**src/rtl/dot_product_accumulator.sv**
```systemverilog
// Sums K unsigned product words into one AW-bit dot product with overflow reporting.
// Optional clamp-on-overflow arithmetic enabled by DOT_PRODUCT_ACCUMULATOR_SATURATE_EN.
module dot_product_accumulator #(
    parameter int unsigned PW = 64,
    parameter int unsigned K  = 4,
    parameter int unsigned AW = 66
) (
    input  logic          clk,
    input  logic          reset,
    input  logic          clear,
    input  logic [PW-1:0] prod_in,
    input  logic          prod_valid,
    output logic [AW-1:0] acc_out,
    output logic          acc_done,
    output logic          busy,
    output logic [7:0]    term_cnt,
    output logic          ovf
);

    localparam logic [0:0] IDLE  = 1'b0;
    localparam logic [0:0] ACCUM = 1'b1;

    localparam int unsigned SW     = AW + 1;
    localparam logic [7:0]  LAST   = 8'(K - 1);
    localparam bit          SINGLE = (K == 1);

    logic [0:0]    state, state_d;
    logic [AW-1:0] psum, psum_d;
    logic [7:0]    cnt_d;
    logic          povf, povf_d;
    logic [AW-1:0] acc_out_d;
    logic          acc_done_d;
    logic          ovf_d;

    logic [SW-1:0] sum;
    logic          next_ovf;
    logic [AW-1:0] next_psum;

    // Running sum with carry; povf remembers any earlier carry in this dot product
    always_comb begin
        sum      = {1'b0, psum} + SW'(prod_in);
        next_ovf = povf | sum[AW];
`ifdef DOT_PRODUCT_ACCUMULATOR_SATURATE_EN
        next_psum = next_ovf ? {AW{1'b1}} : sum[AW-1:0];
`else
        next_psum = sum[AW-1:0];
`endif
    end

    // Next-state and datapath update
    always_comb begin
        state_d    = state;
        psum_d     = psum;
        cnt_d      = term_cnt;
        povf_d     = povf;
        acc_out_d  = acc_out;
        ovf_d      = ovf;
        acc_done_d = 1'b0;

        if (clear) begin
            state_d = IDLE;
            psum_d  = '0;
            cnt_d   = 8'd0;
            povf_d  = 1'b0;
        end else if (prod_valid) begin
            if (state == IDLE) begin
                if (SINGLE) begin
                    acc_out_d  = AW'(prod_in);
                    ovf_d      = 1'b0;
                    acc_done_d = 1'b1;
                end else begin
                    psum_d  = AW'(prod_in);
                    cnt_d   = 8'd1;
                    povf_d  = 1'b0;
                    state_d = ACCUM;
                end
            end else if (term_cnt == LAST) begin
                acc_out_d  = next_psum;
                ovf_d      = next_ovf;
                acc_done_d = 1'b1;
                psum_d     = '0;
                cnt_d      = 8'd0;
                povf_d     = 1'b0;
                state_d    = IDLE;
            end else begin
                psum_d = next_psum;
                povf_d = next_ovf;
                cnt_d  = 8'(term_cnt + 8'd1);
            end
        end
    end

    always_ff @(posedge clk) begin
        if (reset) begin
            state    <= IDLE;
            psum     <= '0;
            term_cnt <= 8'd0;
            povf     <= 1'b0;
            acc_out  <= '0;
            ovf      <= 1'b0;
            acc_done <= 1'b0;
        end else begin
            state    <= state_d;
            psum     <= psum_d;
            term_cnt <= cnt_d;
            povf     <= povf_d;
            acc_out  <= acc_out_d;
            ovf      <= ovf_d;
            acc_done <= acc_done_d;
        end
    end

    assign busy = (state == ACCUM);

endmodule

```
**config.mk**
```make
export PLATFORM = sky130hd
export DESIGN_NAME = dot_product_accumulator
export DESIGN_NICKNAME = d
export VERILOG_FILES = /design/src/rtl/dot_product_accumulator.sv
export SDC_FILE = /design/constraint.sdc
export NUM_CORES = 1
export LEC_CHECK = 0
export ABC_AREA = 1
export CAP_MARGIN = 40
export CORE_MARGIN = 3
export CORE_UTILIZATION = 44
export DETAILED_ROUTE_END_ITERATION = 10
export GPL_ROUTABILITY_DRIVEN = 0
export PLACE_DENSITY = 0.66
export SYNTH_ARGS = -nofsm -noshare
export SYNTH_HDL_FRONTEND = slang
export SYNTH_SLANG_ARGS = --single-unit
```
**constraint.sdc**
```tcl
create_clock -name clk -period 4.5 [get_ports clk]
set_input_delay 0.45 -clock clk [delete_from_list [all_inputs] [get_ports clk]]
set_output_delay 0.45 -clock clk [all_outputs]
set_load 0.01 [all_outputs]
```
==> reports/qor.yml <==
critical_path:
  cpMostUsedCell: "nand2_1"
  cp.arrival_ns: 3.13
  r2r_start: "psum[0]"
  cp_max_fo: 4
  crit_family: "simple AND/OR/NAND/NOR gates"
  worstPathCellList: "clkdlybuf4s50_1, ha_1, inv_1, fa_1, inv_1, nand3_1, nand3_1, nand2_1, nand2_1, nand3_1, nand2_1, nand2_1, nand2_2, xor2_1, nand2_1, a21oi_1"
  crit_path_end_kind: "register"
  cp.required_ns: 4.87
  crit_buf_inv: 3
  reg2reg_depth: 15
  reg2reg_to: "psum[30]"
  critPathKind: "primary input to register"
  reg2reg_slack_ns: 1.92
  start_kind: "primary input"
  max_stage_delay_ns: 0.49
  crit_path_top_delay_cell: "clkdlybuf4s50_1"
pwr:
  p_leak_uw: 0.00711
  power_frac_clock_pct: 42.7
  power_switching_share_pct: 31.8
  fin_total_pwr_uw: 3540
  p_per_area_mw_per_mm2: 255
  internal_power_uw: 2410
  vdd_drop_max_mv: 0.185
  combPwrFrac_pct: 20.3
  seqPwrFrac_pct: 37.0
  netSwitchingPower_uw: 1130
clock_tree:
  clockBufferDepth: 2
  clk_latency_ns: 0.44
  h-tree-depth: 4
  hold_buffers: 0
  post_cts_buffers: 0
  post_cts_resized: 0
  cts_tree: "yes"
  cts.sinks: 144
  clkTransAtPathRegs_ns: 0.07
  root_buffer: "clkbuf_16"
  cts_buffers: 17
synthesis:
  postSynthCellCount: 1960
  synth.distinct_cells: 39
  syn_nets: 2094
  synth_top_area_share_pct: 24.9
  synth_edf_count: 0
  ys.flop_type: "dfxtp_1"
  synth_area_leaders: "dfxtp_1 25%, nand2_1 20%, inv_1 11%"
  ys_ff_latch: 144
  yosysWarnings: 0
  synth_area_per_cell_um2: 5.91
  async_flop_share_pct: 0
  syn_area_mm2: 0.0116
  yosys.cell_count.top_type: "nand2_1"
  ys_seq_area_share_pct: 24.9
  ys_top_cells_by_count: "613 x nand2_1, 337 x inv_1, 167 x a21oi_1, 144 x dfxtp_1, 141 x nor2_1"
  synth_top_cell_by_area: "dfxtp_1"
sta:
  finalSetupViolCount: 0
  min_period_ns: 2.76
  setup_tns_ns: 0
  final_hold_viol_count: 0
  rsz0062_at_grt: "no"
  finClkSkew_ns: 0.0129
  max_freq_mhz: 362
  fin_ws_ns: 1.74
  period_share_pct: 61.4
  final_max_slew_viol_count: 0
  relSlewSlack_pct: 47.0
  worstMarginPinSlew_ns: 0.795
grt:
  grt_pass1_vias: 11768
  grt_overflow_total: 0
  grt_max_degree: 65
  grt_usage_pct: 27.9
  antenna_found_initial: 0
  grt_pass1_wl_um: 63600
drt:
  drc: 0
  routed_wl_um: 39800
  wl_per_cell_um: 16.5
  drtIter0Drc: 1397
  antenna_left: 0
  dr_total_vias: 12679
  vias_per_cell: 5.23
  drtPass1Iterations: 6
floorplanning:
  die_w_um: 168
  top_level_ports: 145
  die_area_mm2: 0.0283
  core_mm2: 0.0255
  die_h_um: 168
  rows: 58
  start_util_pct: 45.4
final_layout:
  utilization_pct: 54.4
  nFillCells: 2664
  drive_gt1_share_pct: 4.68
  area_growth_pct: 20.0
  diodes: 0
  register_area_mm2: 0.00288
  nets: 2214
  multi_input_area_mm2: 0.00717
status:
  status: "finished, final reports clean"
placement:
  port_buffers: 144
  dp_slack_ns: 1.34
  dp_hpwl_um: 30400
min_path:
  holdPathStages: 2
  hold_end: "acc_out[2]"
  hold_start: "acc_out[2]"
  hp-class: "register to register"
run:
  drv_cap: 0
power by group through the flow:
stage	Clock [uW]	Combinational, uW	Sequential [uW]
after floorplan	0	457	1340
after global placement	0	694	1340
after detailed placement	0	698	1340
after CTS	1520	705	1310
after global routing	1580	796	1310
final	1510	719	1310
tightest hold or removal path, delay by kind of cell, from the launching register on:
family,cells,cell delay [ns]
compound gates,1,0.05
buf+inv,1,0.05
flops,1,0.31
routing by layer:
metal	share of wire [%]	vias to the layer above	GRT usage, %
met5	0	-	0
met2	41	474	42.1
met1	48	5743	41.4
met3	7.9	66	4.70
met4	2.2	0	6.83
li1	-	6396	-
how the worst max path moves through the flow:
stage                     from          end  cells past startpoint
finish              prod_in[0]     psum[30]                     16
global route        prod_in[0]  acc_out[48]                     20
CTS                 prod_in[0]  acc_out[48]                     20
detailed placement  prod_in[0]  acc_out[48]                     20
global placement    prod_in[0]     psum[30]                     16
floorplan           prod_in[0]  acc_out[64]                     19
kinds of logic (layout without fill, tap and decap cells):
logic type	Yosys count	in the layout	synth area share, %
xor gates and xnor gates	37	37	2.86
and+or+nand+nor	941	941	33.9
AOI/OAI and AO/OA	372	372	17.9
adders and majority gates	66	66	7.19
buffers and inverters	400	532	13.3
DFF	144	144	24.9
layout by cell type, fill, tap and decap left out, types with 3 or more instances in the layout:
| master | synthesis | layout |
|---|---|---|
| o21ai_1 | 5 | 5 |
| ha_1 | 65 | 65 |
| clkinv_4 | 0 | 3 |
| o21bai_1 | 26 | 26 |
| clkdlybuf4s50_1 | 0 | 143 |
| nand2_2 | 19 | 19 |
| nand2_1 | 613 | 613 |
| xor2_1 | 32 | 32 |
| clkbuf_16 | 0 | 17 |
| nor2_1 | 141 | 141 |
| nand3_2 | 7 | 7 |
| nand3_1 | 113 | 113 |
| o21ai_0 | 109 | 109 |
| a21oi_2 | 3 | 3 |
| nor2_2 | 9 | 9 |
| inv_2 | 7 | 10 |
| nand3b_1 | 13 | 13 |
| nor3_1 | 10 | 10 |
| nor2_4 | 3 | 3 |
| a21o_1 | 5 | 5 |
| buf_4 | 1 | 10 |
| nor4_2 | 3 | 3 |
| xnor2_1 | 4 | 4 |
| nand4_1 | 8 | 8 |
| a21oi_1 | 167 | 167 |
| inv_1 | 337 | 335 |
| a31oi_1 | 14 | 14 |
| dfxtp_1 | 144 | 144 |
| bufinv_16 | 0 | 3 |
| o21a_1 | 39 | 39 |
sequential cells by signal, summed over array words and instances (netlist names):
name,cells
ovf,1
acc_out,66
povf,1
psum,66
term_cnt,8
busy,1
acc_done,1
layout make-up:
class                   count  share of cell area, %
clock buffers              19                   3.11
clock inverters            12                   1.14
inverters                 345                   9.31
multi-input cells        1416                   51.5
flip-flops and latches    144                   20.7
well taps                 330                   2.97
repair buffers            156                   11.2
stage by stage:
step	area (um2)	hold slack (ns)	instances
after floorplan	11600	0.446	1960
after global placement	13300	0.433	2390
after detailed placement	13300	0.443	2391
after CTS	13900	0.453	2422
after global routing	13900	0.465	2422
final	13900	0.450	2422
Note: power is estimated with default switching activity, not from simulation.
